<file path="src/rtl/sha256_pkg.sv">
// Shared types, round constants, IV tables and SHA-256 helper functions for sha256_stream_core.
// Row 1 of IV_TABLE holds the SHA-224 IVs, selected when SHA224_MODE_EN is defined.
package sha256_pkg;

    typedef enum logic [2:0] {
        IDLE    = 3'd0,
        READ    = 3'd1,
        COMPUTE = 3'd2,
        UPDATE  = 3'd3,
        WRITE   = 3'd4
    } state_t;

    localparam logic [31:0] K [64] = '{
        32'h428a2f98, 32'h71374491, 32'hb5c0fbcf, 32'he9b5dba5, 32'h3956c25b, 32'h59f111f1, 32'h923f82a4, 32'hab1c5ed5,
        32'hd807aa98, 32'h12835b01, 32'h243185be, 32'h550c7dc3, 32'h72be5d74, 32'h80deb1fe, 32'h9bdc06a7, 32'hc19bf174,
        32'he49b69c1, 32'hefbe4786, 32'h0fc19dc6, 32'h240ca1cc, 32'h2de92c6f, 32'h4a7484aa, 32'h5cb0a9dc, 32'h76f988da,
        32'h983e5152, 32'ha831c66d, 32'hb00327c8, 32'hbf597fc7, 32'hc6e00bf3, 32'hd5a79147, 32'h06ca6351, 32'h14292967,
        32'h27b70a85, 32'h2e1b2138, 32'h4d2c6dfc, 32'h53380d13, 32'h650a7354, 32'h766a0abb, 32'h81c2c92e, 32'h92722c85,
        32'ha2bfe8a1, 32'ha81a664b, 32'hc24b8b70, 32'hc76c51a3, 32'hd192e819, 32'hd6990624, 32'hf40e3585, 32'h106aa070,
        32'h19a4c116, 32'h1e376c08, 32'h2748774c, 32'h34b0bcb5, 32'h391c0cb3, 32'h4ed8aa4a, 32'h5b9cca4f, 32'h682e6ff3,
        32'h748f82ee, 32'h78a5636f, 32'h84c87814, 32'h8cc70208, 32'h90befffa, 32'ha4506ceb, 32'hbef9a3f7, 32'hc67178f2
    };

    localparam logic [31:0] IV_TABLE [2][8] = '{
        '{32'h6a09e667, 32'hbb67ae85, 32'h3c6ef372, 32'ha54ff53a,
          32'h510e527f, 32'h9b05688c, 32'h1f83d9ab, 32'h5be0cd19},
        '{32'hc1059ed8, 32'h367cd507, 32'h3070dd17, 32'hf70e5939,
          32'hffc00b31, 32'h68581511, 32'h64f98fa7, 32'hbefa4fa4}
    };

    function automatic logic [31:0] rightrotate(input logic [31:0] x, input int n);
        return (x >> n) | (x << (32 - n));
    endfunction

    function automatic logic [31:0] sigma0(input logic [31:0] x);
        return rightrotate(x, 7) ^ rightrotate(x, 18) ^ (x >> 3);
    endfunction

    function automatic logic [31:0] sigma1(input logic [31:0] x);
        return rightrotate(x, 17) ^ rightrotate(x, 19) ^ (x >> 10);
    endfunction

    function automatic logic [31:0] Sigma0(input logic [31:0] x);
        return rightrotate(x, 2) ^ rightrotate(x, 13) ^ rightrotate(x, 22);
    endfunction

    function automatic logic [31:0] Sigma1(input logic [31:0] x);
        return rightrotate(x, 6) ^ rightrotate(x, 11) ^ rightrotate(x, 25);
    endfunction

    function automatic logic [31:0] ch(input logic [31:0] e, input logic [31:0] f, input logic [31:0] g);
        return (e & f) ^ (~e & g);
    endfunction

    function automatic logic [31:0] maj(input logic [31:0] a, input logic [31:0] b, input logic [31:0] c);
        return (a & b) ^ (a & c) ^ (b & c);
    endfunction

    // Message words plus the 0x80000000 marker and the two length words, rounded up to 16.
    function automatic int num_blocks(input int n);
        return (n + 2) / 16 + 1;
    endfunction

endpackage

</file>
<file path="src/rtl/sha256_round.sv">
// One combinational SHA-256 compression round: working variables a..h (index 0 = a) in, next a..h out.
module sha256_round
    import sha256_pkg::*;
(
    input  logic [31:0] v_in  [8],
    input  logic [31:0] k_t,
    input  logic [31:0] w_t,
    output logic [31:0] v_out [8]
);

    logic [31:0] t1;
    logic [31:0] t2;

    always_comb begin
        t1 = v_in[7] + Sigma1(v_in[4]) + ch(v_in[4], v_in[5], v_in[6]) + k_t + w_t;
        t2 = Sigma0(v_in[0]) + maj(v_in[0], v_in[1], v_in[2]);
        v_out[0] = t1 + t2;
        v_out[1] = v_in[0];
        v_out[2] = v_in[1];
        v_out[3] = v_in[2];
        v_out[4] = v_in[3] + t1;
        v_out[5] = v_in[4];
        v_out[6] = v_in[5];
        v_out[7] = v_in[6];
    end

endmodule

</file>
<file path="src/rtl/sha256_stream_core.sv">
// Streaming SHA-256 over NUM_OF_WORDS memory words with on-the-fly padding and a rolling 16-word W window.
// Defining SHA224_MODE_EN switches to SHA-224 IVs and a 7-word digest write-back.
module sha256_stream_core
    import sha256_pkg::*;
#(
    parameter int NUM_OF_WORDS = 20,
    parameter int MEM_ADDR_W   = 16,
    parameter int DIGEST_WORDS = 8
) (
    input  logic                  clk,
    input  logic                  reset,
    input  logic                  start,
    input  logic [MEM_ADDR_W-1:0] message_addr,
    input  logic [MEM_ADDR_W-1:0] output_addr,
    output logic                  done,
    output logic                  mem_clk,
    output logic                  mem_we,
    output logic [MEM_ADDR_W-1:0] mem_addr,
    output logic [31:0]           mem_write_data,
    input  logic [31:0]           mem_read_data
);

    localparam int NUM_BLOCKS = num_blocks(NUM_OF_WORDS);
`ifdef SHA224_MODE_EN
    localparam int DW     = 7;
    localparam int IV_SEL = 1;
`else
    localparam int DW     = DIGEST_WORDS;
    localparam int IV_SEL = 0;
`endif
    localparam logic [63:0] BIT_LEN = 64'(NUM_OF_WORDS) * 64'd32;
    localparam logic [31:0] N_WORDS = 32'(NUM_OF_WORDS);

    state_t                state, state_nxt;
    logic [6:0]            cnt;
    logic [15:0]           blk;
    logic [MEM_ADDR_W-1:0] msg_base, out_base;
    logic [31:0]           h_reg [8];
    logic [31:0]           v_reg [8];
    logic [31:0]           v_nxt [8];
    logic [31:0]           w     [16];
    logic                  last_blk;
    logic [31:0]           g_cap, g_next_rd, g_next_blk, cap_word, w_new, k_t;
    logic [3:0]            j_cap;

    assign mem_clk  = clk;
    assign done     = (state == IDLE);
    assign last_blk = (blk == 16'(NUM_BLOCKS - 1));
    assign k_t      = K[cnt[5:0]];

    // Capture in READ cycle cnt lands word cnt-1 of the block; cnt=16 wraps j_cap to 15.
    always_comb begin
        g_cap      = {12'b0, blk, 4'b0} + {25'b0, cnt} - 32'd1;
        g_next_rd  = {12'b0, blk, 4'b0} + {25'b0, cnt} + 32'd1;
        g_next_blk = {12'b0, blk, 4'b0} + 32'd16;
        j_cap      = cnt[3:0] - 4'd1;
        w_new      = w[0] + sigma0(w[1]) + w[9] + sigma1(w[14]);
        cap_word   = 32'h0;
        if (g_cap < N_WORDS)                 cap_word = mem_read_data;
        else if (g_cap == N_WORDS)           cap_word = 32'h80000000;
        else if (last_blk && j_cap == 4'd14) cap_word = BIT_LEN[63:32];
        else if (last_blk && j_cap == 4'd15) cap_word = BIT_LEN[31:0];
    end

    sha256_round u_round (
        .v_in  (v_reg),
        .k_t   (k_t),
        .w_t   (w[0]),
        .v_out (v_nxt)
    );

    always_ff @(posedge clk or posedge reset) begin
        if (reset) state <= IDLE;
        else       state <= state_nxt;
    end

    always_comb begin
        state_nxt = state;
        case (state)
            IDLE:    if (start) state_nxt = READ;
            READ:    if (cnt == 7'd16) state_nxt = COMPUTE;
            COMPUTE: if (cnt == 7'd63) state_nxt = UPDATE;
            UPDATE:  state_nxt = last_blk ? WRITE : READ;
            WRITE:   if (cnt == 7'(DW)) state_nxt = IDLE;
            default: state_nxt = IDLE;
        endcase
    end

    always_ff @(posedge clk or posedge reset) begin
        if (reset) begin
            cnt            <= '0;
            blk            <= '0;
            msg_base       <= '0;
            out_base       <= '0;
            mem_we         <= 1'b0;
            mem_addr       <= '0;
            mem_write_data <= '0;
            for (int i = 0; i < 8; i++) begin
                h_reg[i] <= '0;
                v_reg[i] <= '0;
            end
            for (int i = 0; i < 16; i++) w[i] <= '0;
        end else begin
            case (state)
                IDLE: if (start) begin
                    msg_base <= message_addr;
                    out_base <= output_addr;
                    mem_addr <= message_addr;
                    blk      <= '0;
                    cnt      <= '0;
                    for (int i = 0; i < 8; i++) begin
                        h_reg[i] <= IV_TABLE[IV_SEL][i];
                        v_reg[i] <= IV_TABLE[IV_SEL][i];
                    end
                end
                // Padding-only slots keep the last message address on the bus.
                READ: begin
                    if (cnt != 7'd0) w[j_cap] <= cap_word;
                    if (cnt < 7'd15 && g_next_rd < N_WORDS)
                        mem_addr <= msg_base + MEM_ADDR_W'(g_next_rd);
                    cnt <= (cnt == 7'd16) ? 7'd0 : cnt + 7'd1;
                end
                COMPUTE: begin
                    for (int i = 0; i < 8; i++) v_reg[i] <= v_nxt[i];
                    for (int i = 0; i < 15; i++) w[i] <= w[i+1];
                    w[15] <= w_new;
                    cnt   <= (cnt == 7'd63) ? 7'd0 : cnt + 7'd1;
                end
                UPDATE: begin
                    for (int i = 0; i < 8; i++) begin
                        h_reg[i] <= h_reg[i] + v_reg[i];
                        v_reg[i] <= h_reg[i] + v_reg[i];
                    end
                    blk <= blk + 16'd1;
                    cnt <= '0;
                    if (!last_blk && g_next_blk < N_WORDS)
                        mem_addr <= msg_base + MEM_ADDR_W'(g_next_blk);
                end
                WRITE: begin
                    if (cnt < 7'(DW)) begin
                        mem_we         <= 1'b1;
                        mem_addr       <= out_base + MEM_ADDR_W'(cnt);
                        mem_write_data <= h_reg[cnt[2:0]];
                        cnt            <= cnt + 7'd1;
                    end else begin
                        mem_we <= 1'b0;
                        cnt    <= '0;
                    end
                end
                default: ;
            endcase
        end
    end

endmodule

</file>
<file path="config.mk">
export PLATFORM = sky130hd
export DESIGN_NAME = sha256_stream_core
export DESIGN_NICKNAME = d
export VERILOG_FILES = /design/src/rtl/sha256_pkg.sv /design/src/rtl/sha256_round.sv /design/src/rtl/sha256_stream_core.sv
export SDC_FILE = /design/constraint.sdc
export NUM_CORES = 2
export LEC_CHECK = 0
export CORE_ASPECT_RATIO = 0.9
export CORE_MARGIN = 4
export CORE_UTILIZATION = 29
export CTS_CLUSTER_DIAMETER = 120
export CTS_CLUSTER_SIZE = 14
export DETAILED_ROUTE_END_ITERATION = 6
export PLACE_DENSITY = 0.39
export SLEW_MARGIN = 15
export SYNTH_ARGS = -nofsm -noshare
export SYNTH_HDL_FRONTEND = slang
export SYNTH_SLANG_ARGS = --single-unit
</file>
<file path="constraint.sdc">
create_clock -name clk -period 45.1 [get_ports clk]
set_input_delay 9.02 -clock clk [delete_from_list [all_inputs] [get_ports clk]]
set_output_delay 9.02 -clock clk [all_outputs]
set_load 0.05 [all_outputs]
</file>
==> summary.md <==
| Metric | Value |
|---|---|
| Status | finished clean |
| Reg-to-reg endpoint | v_reg[255]$_DFFE_PP0P_ |
| Post-CTS setup buffer count | 0 |
| Hold Path Origin | mem_write_data[5]$_DFFE_PP0P_ |
| Total wire length | ~320000 um |
| Vias/cell | 5.46 |
| Number of hold buffers added after cts | 0 |
| TritonCTS clock tree | built |
| Worst-path clk slew | 70 ps |
| Type of the most critical hold path | reg2reg |
| Starting Density | 0.293 |
| GRT Overall Usage | 0.221 |
| First-pass iteration count of the detailed router | 5 |
| Origin of the critical flop-to-flop path | cnt[0]$_DFFE_PP0P_ |
| Crit path required time | 36080 ps |
| Worst-Skew Late Latency | ~900 ps |
| Met3 Usage GRT | 0.0261 |
| Most common cell in the netlist | nand2_1 |
| Io pins | 118 |
| Synth warnings | 0 |
| Top FF cell, synth | dfrtp_1 |
| Syn Std Cell Area | 79300 sq um |
| Top post-synthesis cells by count | nand2_1 (1137), dfrtp_1 (1131), nor2_1 (844) |
| Critical Path End Type | output pin |
| Layout cells sized above 1 | 0.0573 |
| Antenna violations before repair | 4 |
| Area growth syn-to-layout | 9.01% |
| DIE HEIGHT | 504 um |
| EDFF count, synth | 0 |
| R2R depth | 39 |
| Worst Tran Pin Value | 1230 ps |
| First-pass GRT wire length | 471000 um |
| FF+latch count, synth | 1131 |
| Yosys top cell by area | dfrtp_1 |
| Input/output buffers | 117 |
| Slew headroom | 0.171 |
| DRT iter0 DRCs | ~6000 |
| Largest net degree at the start of global routing | 137 |
| Vias in the first global route | about 65000 |
| RePlAce Congestion | ~0.9 |
| Congestion Overflow GR | 0 |
| DRC | 0 |
| WL/cell | 26.2 um |
| Placed Area | between 80000 and 90000 sq um |
| Startpoint types | clock port |
| Syn Area/Cell | between 8 and 9 sq um |
| Final nets | 9318 |
| Post-route ant nets | 0 |
| # resized after CTS | 0 |
| Core Util, Final | 0.319 |
| Max Cap Viol | 0 |
| DP HPWL | between 200000 and 250000 um |
| Cell area after layout | 86400 sq um |
| FP Rows | 181 |
| Die footprint | 282000 sq um |
| Met1 usage | 0.341 |
| Final setup vio count | 0 |
| Worst EP arrival | approximately 23000 ps |
| Layout Skew | 60.4 ps |
| Worst hold path endpoint | mem_write_data[5]$_DFFE_PP0P_ |
| Unrepaired setup endpoints after global routing | no |
| Max reg flops | 512 |
| Via count | 66632 |
| CP startpoint | clk |
| Reg2reg setup slack | 33790 ps |
| CP Class | clk2out |
| Post-Syn Nets | just under 10000 |
| Top cell type's share of synthesized area | 0.357 |
| Setup TNS Final | 0 ps |
| Core footprint | approximately 270000 sq um |
| Yosys cell types | 101 |
| Die width | 559 um |
| Sequential area share after synthesis | 0.357 |
| M2 GR Usage | 0.332 |
| Async SR Flop Fraction | 1.00 |
| Slew Viols, Final | 0 |
| Worst-path maximum fanout | 3 |
| Final hold viol count | 0 |
| Area contributors post-synth | dfrtp_1 (36%), ha_1 (6.8%), nand2_1 (5.4%), fa_1 (5.0%), xnor2_1 (4.9%) |
| Hold Path Stages | 2 |
| Synth Instances | around 9000 |
| Most Used Layer, Global Route | met1 |
## worst max-delay path, stage by stage
cell	delay (ps)
clkbuf_16	120
clkbuf_16	130
clkdlybuf4s50_1	690
## cell usage in the layout (no fill, tap or decap), drive strengths merged, types with 103 or more instances in the layout
cell type / Yosys / final
a21oi: 567 / 567
nor2: 846 / 846
o21ai: 753 / 753
fa: 199 / 199
dfrtp: 1131 / 1131
xnor2: 442 / 442
a22oi: 394 / 394
ha: 431 / 431
clkdlybuf4s50: 0 / 117
xor2: 223 / 223
buf: 115 / 139
inv: 370 / 374
a32oi: 140 / 140
a21o: 218 / 218
clkbuf: 536 / 103
nand2: 1137 / 1137
## cell families after synthesis
group,count (synthesis),synth area share
AO/OA/AOI/OAI,2763,0.225
XOR/XNOR,666,0.0741
adder cells (fa/ha/maj),652,0.121
buffers and inverters,1023,0.0507
flip-flops,1131,0.357
multiplexers,206,0.0398
AND/OR/NAND/NOR,2477,0.132
## worst max path at each step
| stage | endpoint | slack (ps) | depth (start not counted) |
|---|---|---|---|
| finish | mem_clk | 12590 | 3 |
| global route | mem_clk | 12570 | 3 |
| CTS | mem_clk | 12580 | 3 |
| detailed placement | mem_clk | 12860 | 1 |
| global placement | mem_clk | 12860 | 1 |
| floorplan | blk[0]$_DFFE_PP0P_ | 4230 | 1 |
## layer usage
metal,wire (um),share of wire,vias to the layer above
li1,-,-,30925
met1,161000,0.51,33767
met2,137000,0.43,1702
met3,15400,0.048,238
met4,6000,0.019,0
met5,0,0,-
## layout make-up
type | count | area, sq um
clock inverters | 13 | 283
inverters | 372 | 1400
diodes | 3 | 7.51
well taps | 3568 | 4460
multi-input cells | 6764 | 47300
fillers | 28157 | 185000
flip-flops and latches | 1131 | 28300
repair buffers | 255 | 2230
clock buffers | 104 | 2470
## per-stage QoR
step,setup WS [ps],instances,hold WS [ps]
2_1_floorplan,4230,8918,450
3_3_place_gp,12860,12091,462
3_5_place_dp,12860,12091,469
4_1_cts,12580,12207,485
5_1_grt,12570,12208,509
6_report,12590,12210,480
Power is left out: the tool's default activity adds up to more than one toggle a clock period on the data nets, which glitch-free logic cannot reach.
